[config.mk]
export PLATFORM = sky130hd
export DESIGN_NAME = sc_dot_engine
export DESIGN_NICKNAME = d
export VERILOG_FILES = /design/src/rtl/sc_pkg.sv /design/src/rtl/sc_sng.sv /design/src/rtl/sc_dot_engine.sv
export SDC_FILE = /design/constraint.sdc
export NUM_CORES = 1
export LEC_CHECK = 0
export ABC_AREA = 1
export CORE_MARGIN = 2
export CORE_UTILIZATION = 41
export DETAILED_ROUTE_END_ITERATION = 8
export PLACE_DENSITY = 0.69
export SYNTH_ARGS = -nofsm -noshare
export SYNTH_HDL_FRONTEND = slang
export SYNTH_SLANG_ARGS = --single-unit
[constraint.sdc]
create_clock -name clk -period 4.7 [get_ports clk]
set_input_delay 0.705 -clock clk [delete_from_list [all_inputs] [get_ports clk]]
set_output_delay 0.705 -clock clk [all_outputs]
set_load 0.05 [all_outputs]
[src/rtl/sc_pkg.sv]
// Shared definitions for the stochastic-computing dot-product engine.
// Contents: RNG mode selectors, run FSM state encoding, W-bit reversal,
// maximal-length LFSR tap masks indexed by W, and the accumulator width.
package sc_pkg;

    localparam int RNG_CNT  = 0;   // counter / bit-reversed counter (exact)
    localparam int RNG_LFSR = 1;   // pair of Fibonacci LFSRs (approximate)

    typedef enum logic [1:0] {
        IDLE = 2'd0,
        RUN  = 2'd1,
        DONE = 2'd2
    } state_t;

    // Reverse the low w bits of v; bits at or above w come back as zero.
    function automatic logic [7:0] bitrev(input logic [7:0] v, input int w);
        logic [7:0] r;
        r = '0;
        for (int i = 0; i < 8; i++) begin
            if (i < w) r[i] = v[w-1-i];
        end
        return r;
    endfunction

    // Feedback mask for a left-shifting Fibonacci LFSR: new LSB = ^(state & mask).
    // Each mask corresponds to a primitive polynomial, so the period is 2^w-1.
    function automatic logic [7:0] lfsr_taps(input int w);
        case (w)
            4:       return 8'h0C;
            5:       return 8'h14;
            6:       return 8'h30;
            7:       return 8'h60;
            default: return 8'hB8;
        endcase
    endfunction

    // Wide enough to hold n full-length streams of all ones.
    function automatic int acc_width(input int n, input int w);
        return $clog2(n * (1 << w) + 1);
    endfunction

endpackage

[src/rtl/sc_sng.sv]
// Stochastic number generator: one unsigned comparator turning a binary
// operand into a unipolar stream bit against a per-cycle random value.
// Ports: value (operand), rnd (random value), bit_out (value > rnd).
module sc_sng #(
    parameter int W = 6
) (
    input  logic [W-1:0] value,
    input  logic [W-1:0] rnd,
    output logic         bit_out
);

    assign bit_out = (value > rnd);

endmodule

[src/rtl/sc_dot_engine.sv]
// Stochastic-computing dot-product engine. N_TERMS activations are shared by
// N_CH weight sets; each pair is multiplied by ANDing their streams and the
// ones are counted per channel over one 2^W-cycle run.
// Ports: clk, rst (async, active high), en_in (start pulse), x_in / w_in
// (packed operands), busy (run in progress), en_out (one-cycle result valid),
// result (packed per-channel counts, held until the next completion).
//
// state | meaning
// IDLE  | waiting for en_in
// RUN   | streaming 2^W cycles, accumulating products
// DONE  | result just updated, en_out high; en_in here restarts immediately
module sc_dot_engine
    import sc_pkg::*;
#(
    parameter int W        = 6,
    parameter int N_TERMS  = 4,
    parameter int N_CH     = 2,
    parameter int RNG_MODE = 0,
    parameter int SEED_X   = 1,
    parameter int SEED_W   = 5
) (
    input  logic                                       clk,
    input  logic                                       rst,
    input  logic                                       en_in,
    input  logic [N_TERMS*W-1:0]                       x_in,
    input  logic [N_CH*N_TERMS*W-1:0]                  w_in,
    output logic                                       busy,
    output logic                                       en_out,
    output logic [N_CH*acc_width(N_TERMS, W)-1:0]      result
);

    localparam int ACC_W = acc_width(N_TERMS, W);
    localparam int PS_W  = $clog2(N_TERMS + 1);
    localparam int NP    = N_CH * N_TERMS;

    state_t               state, state_nx;
    logic                 start;
    logic                 last;
    logic [W-1:0]         cnt;
    logic [N_TERMS*W-1:0] x_reg;
    logic [NP*W-1:0]      w_reg;
    logic [W-1:0]         rx, rw;
    logic [N_TERMS-1:0]   sx;
    logic [NP-1:0]        sw;
    logic [ACC_W-1:0]     acc  [N_CH];
    logic [PS_W-1:0]      psum [N_CH];

    assign start = en_in && (state == IDLE || state == DONE);
    assign last  = (cnt == {W{1'b1}});

    always_ff @(posedge clk or posedge rst) begin
        if (rst) state <= IDLE;
        else     state <= state_nx;
    end

    always_comb begin
        state_nx = state;
        case (state)
            IDLE:    if (en_in) state_nx = RUN;
            RUN:     if (last)  state_nx = DONE;
            DONE:    state_nx = en_in ? RUN : IDLE;
            default: state_nx = IDLE;
        endcase
    end

    always_comb begin
        busy   = (state == RUN);
        en_out = (state == DONE);
    end

    always_ff @(posedge clk or posedge rst) begin
        if (rst) begin
            cnt    <= '0;
            x_reg  <= '0;
            w_reg  <= '0;
            result <= '0;
            for (int c = 0; c < N_CH; c++) acc[c] <= '0;
        end else if (start) begin
            cnt   <= '0;
            x_reg <= x_in;
            w_reg <= w_in;
            for (int c = 0; c < N_CH; c++) acc[c] <= '0;
        end else if (state == RUN) begin
            cnt <= cnt + 1'b1;
            for (int c = 0; c < N_CH; c++) begin
                acc[c] <= acc[c] + ACC_W'(psum[c]);
                // Final cycle's products go straight into result, not via acc.
                if (last) result[c*ACC_W +: ACC_W] <= acc[c] + ACC_W'(psum[c]);
            end
        end
    end

    generate
        if (RNG_MODE == RNG_LFSR) begin : g_lfsr
            localparam logic [W-1:0] TAPS = W'(lfsr_taps(W));
            logic [W-1:0] lx, lw;

            always_ff @(posedge clk or posedge rst) begin
                if (rst) begin
                    lx <= W'(SEED_X);
                    lw <= W'(SEED_W);
                end else if (start) begin
                    lx <= W'(SEED_X);
                    lw <= W'(SEED_W);
                end else if (state == RUN) begin
                    lx <= {lx[W-2:0], ^(lx & TAPS)};
                    lw <= {lw[W-2:0], ^(lw & TAPS)};
                end
            end

            assign rx = lx;
            assign rw = lw;
        end else begin : g_cnt
            // Bit reversal decorrelates the weight stream from the activation
            // stream so power-of-two operands multiply exactly.
            assign rx = cnt;
            assign rw = W'(bitrev(8'(cnt), W));
        end
    endgenerate

    for (genvar k = 0; k < N_TERMS; k++) begin : g_sx
        sc_sng #(.W(W)) u_sng (.value(x_reg[k*W +: W]), .rnd(rx), .bit_out(sx[k]));
    end

    for (genvar j = 0; j < NP; j++) begin : g_sw
        sc_sng #(.W(W)) u_sng (.value(w_reg[j*W +: W]), .rnd(rw), .bit_out(sw[j]));
    end

    always_comb begin
        for (int c = 0; c < N_CH; c++) begin
            psum[c] = '0;
            for (int k = 0; k < N_TERMS; k++) begin
                psum[c] = psum[c] + PS_W'(sx[k] & sw[c*N_TERMS + k]);
            end
        end
    end

endmodule

==> metrics.md <==
| Metric | Value |
|---|---|
| Status | finished clean |
| Setup repair bufs after CTS | 0 |
| Synth warn | 0 |
| WP buf/inv | 3 |
| Worst VDD drop | 0.293 mV |
| Clock Pin Slew Worst Setup and Hold Paths | 60 ps |
| CTS sink count | 116 |
| Post-DR vias/cell | 4.68 |
| Initial Utilization | 41.4% |
| Pwr/cell area | 396 nW/um2 |
| CP top delay family | adder cells |
| TNS Setup | 0 ps |
| Largest fanout on the critical path | 14 |
| GP Congestion | 0.833 |
| Synth unique cells | 29 |
| Longest Clk Path Bufs | 2 |
| Residual DRC | 0 |
| Filler cells | 1,521 |
| Clock share of power | 36.5% |
| Crit path top cell by count | nand2_1 |
| FMAX | 265 MHz |
| Critical Path Start Type | flop |
| DRT iter0 DRCs | 266 |
| Routed wire per std cell | 12.9 um |
| #FFs+latches synth | 116 |
| Combinational Power Share | 26.6% |
| Largest net degree at the start of global routing | 65 |
| Core ar. | 16,400 um2 |
| Clk root buf | clkbuf_16 |
| Critical Path RT | 5060 ps |
| Share of cells above drive strength 1 | 5.03% |
| Syn_nets | 1,023 |
| Post-synthesis sequential area ratio | 42.7% |
| Via count | 5,593 |
| Fin. Hold Viols | 0 |
| Hold Buf Count CTS | 0 |
| Row count | 47 |
| Seq pwr share | 36.9% |
| N_diodes | 0 |
| Post-Syn Area | 6800 um2 |
| Post-route clock period utilization | 80.2% |
| H-tree depth | 4 |
| Synth-to-layout area growth | 24.2% |
| Pint | 2.26 mW |
| Min cycle time layout | 3770 ps |
| Max-slew violations | 0 |
| Final setup viols | 0 |
| HPWL Detailed | 11,000 um |
| Mapped Cells | 867 |
| Net Sw Frac | 32.3% |
| GR Overflow Total | 0 |
| Slowest-stage cell, CP | fa_1 |
| Io pins | 95 |
| # resized after CTS | 0 |
| Clock skew | 9.19 ps |
| Setup WS pre-CTS | 921 ps |
| Initial antenna violation count | 0 |
| IO buf count | 94 |
| Crit-path cells | inv_1 -> ha_1 -> nand2_1 -> nor2_1 -> and3_1 -> nor2_1 -> nand2_1 -> fa_1 -> inv_1 -> fa_1 -> fa_1 -> nand2_1 -> inv_1 -> nand2_1 -> xnor2_1 -> nand2_1 -> nand2_1 |
| First-pass GRT wire length | 26,100 um |
| Final net count | 1,119 |
| Slew headroom | 51.0% |
| Crit Path Class | flop to flop |
| Routed WL | 15,400 um |
| Sw power | 1.08 mW |
| # Max-Cap Violations | 0 |
| Worst slew pin tran | 735 ps |
| Critical Path Max Stage Delay | 510 ps |
| DRT antenna net count | 0 |
| Setup crit end kind | flop |
| Die ar. | 17,600 um2 |
| First-pass DRT Iterations | 4 |
| Die height | 133 um |
| Crit path DAT | 4120 ps |
| Largest register FFs | 48 |
| Tot GR Track Use | 18.8% |
| Final worst slack | 931 ps |
| Chip width | 133 um |
| RSZ-0062 raised after global routing | no |
| HP Class | flop to flop |
| TritonCTS clock tree | built |
| Leakage | 4.54 nW |
| Vias in the first global route | 5,453 |
| Clk Latency, worst-skew pair | 420 ps |
| Post-Syn Area per Cell | 7.84 um2 |
| CTS buffer count | 17 |
==> worst reg2reg max path, delay by kind of cell (launching register included) <==
family | cells | cell delay [ps]
flops | 1 | 390
simple gates | 9 | 840
xor+xnor | 1 | 140
buf+inv | 3 | 600
fa+ha+maj | 4 | 1750
==> synthesized netlist by cell type <==
master	n	area, um2
dfrtp_1	116	2900
nor2_1	44	165
buf_2	10	50.1
buf_4	2	15.0
o21bai_1	4	30.0
fa_1	6	120
a31oi_1	1	6.26
buf_6	8	90.1
nand3b_1	1	7.51
and3_1	8	50.1
inv_2	4	15.0
nand3_4	1	17.5
clkbuf_1	2	7.51
nand4_1	4	25.0
a21oi_1	14	70.1
o21ai_1	3	15.0
xnor2_1	4	35.0
ha_1	75	938
nor2_2	1	6.26
nor2_4	1	11.3
xor2_1	1	8.76
o21ai_2	6	52.6
nor3_1	1	5.00
nand3_1	34	170
nand2_2	3	18.8
o21ai_0	27	135
inv_1	97	364
nand2_1	386	1450
o22ai_1	3	18.8
==> per-layer routing <==
metal	global-route usage, %	vias up	share of wire [%]
li1	-	2895	-
met1	24.2	2521	47
met2	30.2	151	46
met3	4.64	26	4.4
met4	8.00	0	2.3
met5	0	-	0
==> stage by stage <==
step	area [um2]	hold WS, ps	power, mW	utilization [%]	std cells
after floorplan	6800	453	1.88	-	867
after global placement	7900	462	2.11	48.1	1164
after detailed placement	7900	466	2.14	48.1	1164
after CTS	8450	482	3.37	51.5	1194
after global routing	8450	501	3.58	51.5	1194
final	8450	479	3.34	51.5	1194
==> cell type report <==
type                    count  area (um2)  share of cell area [%]
repair buffers             99         978                    11.6
well taps                 220         275                    3.26
multi-input cells         628        3360                    39.8
clock buffers              21         440                    5.21
clock inverters             9         109                    1.29
flip-flops and latches    116        2900                    34.4
inverters                 101         382                    4.52
==> cell families (layout without fill, tap and decap cells) <==
kind of cell / Yosys count / count (layout) / share of synthesized area [%]
compound gates: 58 / 58 / 4.82
fa+ha+maj: 81 / 81 / 15.6
buf+inv: 123 / 230 / 7.97
simple gates: 484 / 484 / 28.3
flops: 116 / 116 / 42.7
xor+xnor: 5 / 5 / 0.644
==> cells in the final DEF, fill, tap and decap left out <==
master,netlist,routed
nor2_1,44,44
nor2_4,1,1
o22ai_1,3,3
clkinv_2,0,2
nor3_1,1,1
dfrtp_1,116,116
xor2_1,1,1
fa_1,6,6
clkbuf_1,2,4
and3_1,8,8
nand3_1,34,34
o21ai_2,6,6
inv_4,0,1
a31oi_1,1,1
inv_1,97,96
o21ai_1,3,3
nand3b_1,1,1
clkinvlp_4,0,4
a21oi_1,14,14
inv_2,4,4
nor2_2,1,1
clkdlybuf4s50_1,0,94
bufinv_16,0,2
clkinv_4,0,1
nand2_2,3,4
buf_4,2,5
ha_1,75,75
clkbuf_16,0,17
nand4_1,4,4
nand2_1,386,385
xnor2_1,4,4
o21bai_1,4,4
nand3_4,1,1
o21ai_0,27,27
==> path summary, 6_finish.rpt <==
kind | cells past startpoint | slack (ps) | startpoint | to
setup / recovery | 17 | 930 | cnt[2] | acc[4]
hold / removal | 2 | 480 | result[14] | result[14]
max in group asynchronous | 3 | 3010 | rst | w_reg[15]
min in group asynchronous | 2 | 770 | rst | x_reg[23]
setup reg to reg | 17 | 930 | cnt[2] | acc[4]
hold reg to reg | 2 | 480 | result[14] | result[14]
==> power groups by stage <==
stage | logic (mW) | clock network, mW | registers, mW
global route | 1.05 | 1.28 | 1.25
detailed placement | 0.891 | 0 | 1.25
floorplan | 0.670 | 0 | 1.21
global placement | 0.863 | 0 | 1.24
CTS | 0.902 | 1.24 | 1.23
finish | 0.891 | 1.22 | 1.23
Note: power is estimated with default switching activity, not from simulation.
==> patch, RTL diff (config.mk and constraints unchanged) <==
Register the inputs `en_in`, `x_in` and `w_in` before use. The logic sees them one clock later.
--- a/src/rtl/sc_dot_engine.sv
+++ b/src/rtl/sc_dot_engine.sv
@@ -34,4 +34,14 @@
     localparam int NP    = N_CH * N_TERMS;
 
+    logic en_q;
+    logic [N_TERMS*W-1:0] x_q;
+    logic [N_CH*N_TERMS*W-1:0] w_q;
+
+    always_ff @(posedge clk) begin
+        en_q <= en_in;
+        x_q  <= x_in;
+        w_q  <= w_in;
+    end
+
     state_t               state, state_nx;
     logic                 start;
@@ -46,5 +56,5 @@
     logic [PS_W-1:0]      psum [N_CH];
 
-    assign start = en_in && (state == IDLE || state == DONE);
+    assign start = en_q && (state == IDLE || state == DONE);
     assign last  = (cnt == {W{1'b1}});
 
@@ -57,7 +67,7 @@
         state_nx = state;
         case (state)
-            IDLE:    if (en_in) state_nx = RUN;
+            IDLE:    if (en_q) state_nx = RUN;
             RUN:     if (last)  state_nx = DONE;
-            DONE:    state_nx = en_in ? RUN : IDLE;
+            DONE:    state_nx = en_q ? RUN : IDLE;
             default: state_nx = IDLE;
         endcase
@@ -78,6 +88,6 @@
         end else if (start) begin
             cnt   <= '0;
-            x_reg <= x_in;
-            w_reg <= w_in;
+            x_reg <= x_q;
+            w_reg <= w_q;
             for (int c = 0; c < N_CH; c++) acc[c] <= '0;
         end else if (state == RUN) begin
Behaviour: not the same (a bounded check fails within 4 cycles, from zero or initial values and one cycle with rst high).
==> patch against the unedited design <==
- final area increased by 19%
- setup slack got worse by 0.052 ns
- cell count increased by 10%
- hold slack got worse by 0.055 ns
- critical path depth decreased by 3
- sequential cell count increased by 73
- non-clock buffer count increased by 3
- largest cell class is now flip-flops and latches
- area after synthesis increased by 21%
- wire length increased by 6.4%
Power is not compared: it rests on default switching activity, and its combinational part moved more than twofold at a synthesized area within 25%.
==> patch: results (changes against the unedited design) <==
SYNTH
----------------------------------------------------------------------------
Library cells used by synthesis                                           30   +3.4%
Synth top area cells                                            sky130_fd_sc_hd__dfrtp_1, sky130_fd_sc_hd__dfxtp_1, sky130_fd_sc_hd__nand2_1
Share of synthesized registers carrying an async set or reset          0.614   -0.386
Gate count after technology mapping                                      938   +8.2%
Mapped Nets                                                             1094   +6.9%
Leading cell types by count after synthesis                     sky130_fd_sc_hd__nand2_1, sky130_fd_sc_hd__dfrtp_1, sky130_fd_sc_hd__inv_1, sky130_fd_sc_hd__ha_1, sky130_fd_sc_hd__dfxtp_1
Sequential fraction of the synthesis area                              0.530   +0.103
Number of synthesized register bits                                      189   +63%

OUTCOME
----------------------------------------------------------------------------
Status                                                          finished, final reports clean

LAYOUT
----------------------------------------------------------------------------
Clock buffer and inverter area fraction after layout                  0.0617   -0.00335
Area of the multi-input gates                                      3360 um^2   about the same
Non-clock buffer count in the final layout                               102   +3.0%
Layout buffering overhead excluding clock cells                       0.0995   -0.0163
Layout cell share with drive strength beyond 1                        0.0534   +0.00308
Sequential standard cell area                                      4360 um^2   +50%
Clock tree buffer count of the final layout                               18   -14%
Final cell count without fillers                                        1314   +10%
Comb_multi_in                                                            625   -0.48%
Number of inserted filler cells in the final layout                     1815   +19%

PLACE
----------------------------------------------------------------------------
Dpl ws                                                              0.898 ns   -0.0237 ns
Cell area after placement                                          9440 um^2   +20%
HPWL after detailed placement                                       11800 um   +6.6%

GRT
----------------------------------------------------------------------------
Via count of the first global-routing pass                              5946   +9.0%
Maximum number of pins on one net before global-route repair              58   -11%
Total routing usage reported by global routing                         0.163   -0.0251

ROUTING
----------------------------------------------------------------------------
Drt wl/cell                                                          12.5 um   -3.3%
Drt initial violations                                                   282   +6.0%
Initial DRT Pass Iterations                                                5   +1

HOLD PATH
----------------------------------------------------------------------------
Min-Delay Path Class                                                 reg2reg

DIE
----------------------------------------------------------------------------
Tapcell count                                                            265   +20%

CRITICAL PATH
----------------------------------------------------------------------------
Highest net fanout along the worst path                                   15   +1
Critical-path top delay cell                                    sky130_fd_sc_hd__inv_1

TIMING
----------------------------------------------------------------------------
Worst-Margin Slew                                                   0.690 ns   -0.0459 ns

[patch: logic make-up (layout without fill, tap and decap cells)]
group | Yosys count | count (layout) | share of synthesized area
compound gates | 60 | 60 | 0.0414
xor+xnor | 6 | 6 | 0.00638
fa+ha+maj | 81 | 81 | 0.129
buf+inv | 124 | 235 | 0.0617
flops | 189 | 189 | 0.530
simple gates | 478 | 478 | 0.232
[patch: per-layer routing]
layer	global-route usage	vias to the layer above	wire (um)
li1	-	3118	-
met1	0.214	2774	7690
met2	0.267	147	7730
met3	0.0357	19	755
met4	0.0549	0	230
met5	0	-	0
[patch: path summary, 6_finish.rpt]
check	from	to	slack, ns	cells after the start
worst max-delay path	cnt[4]	acc[4]	0.88	14
worst min-delay path	w_q[14]	w_reg[14]	0.42	2
worst max register to register	cnt[4]	acc[4]	0.88	14
max in group asynchronous	rst	w_reg[1]	3.09	3
min in group asynchronous	rst	result[2]	0.74	2
worst min register to register	w_q[14]	w_reg[14]	0.42	2
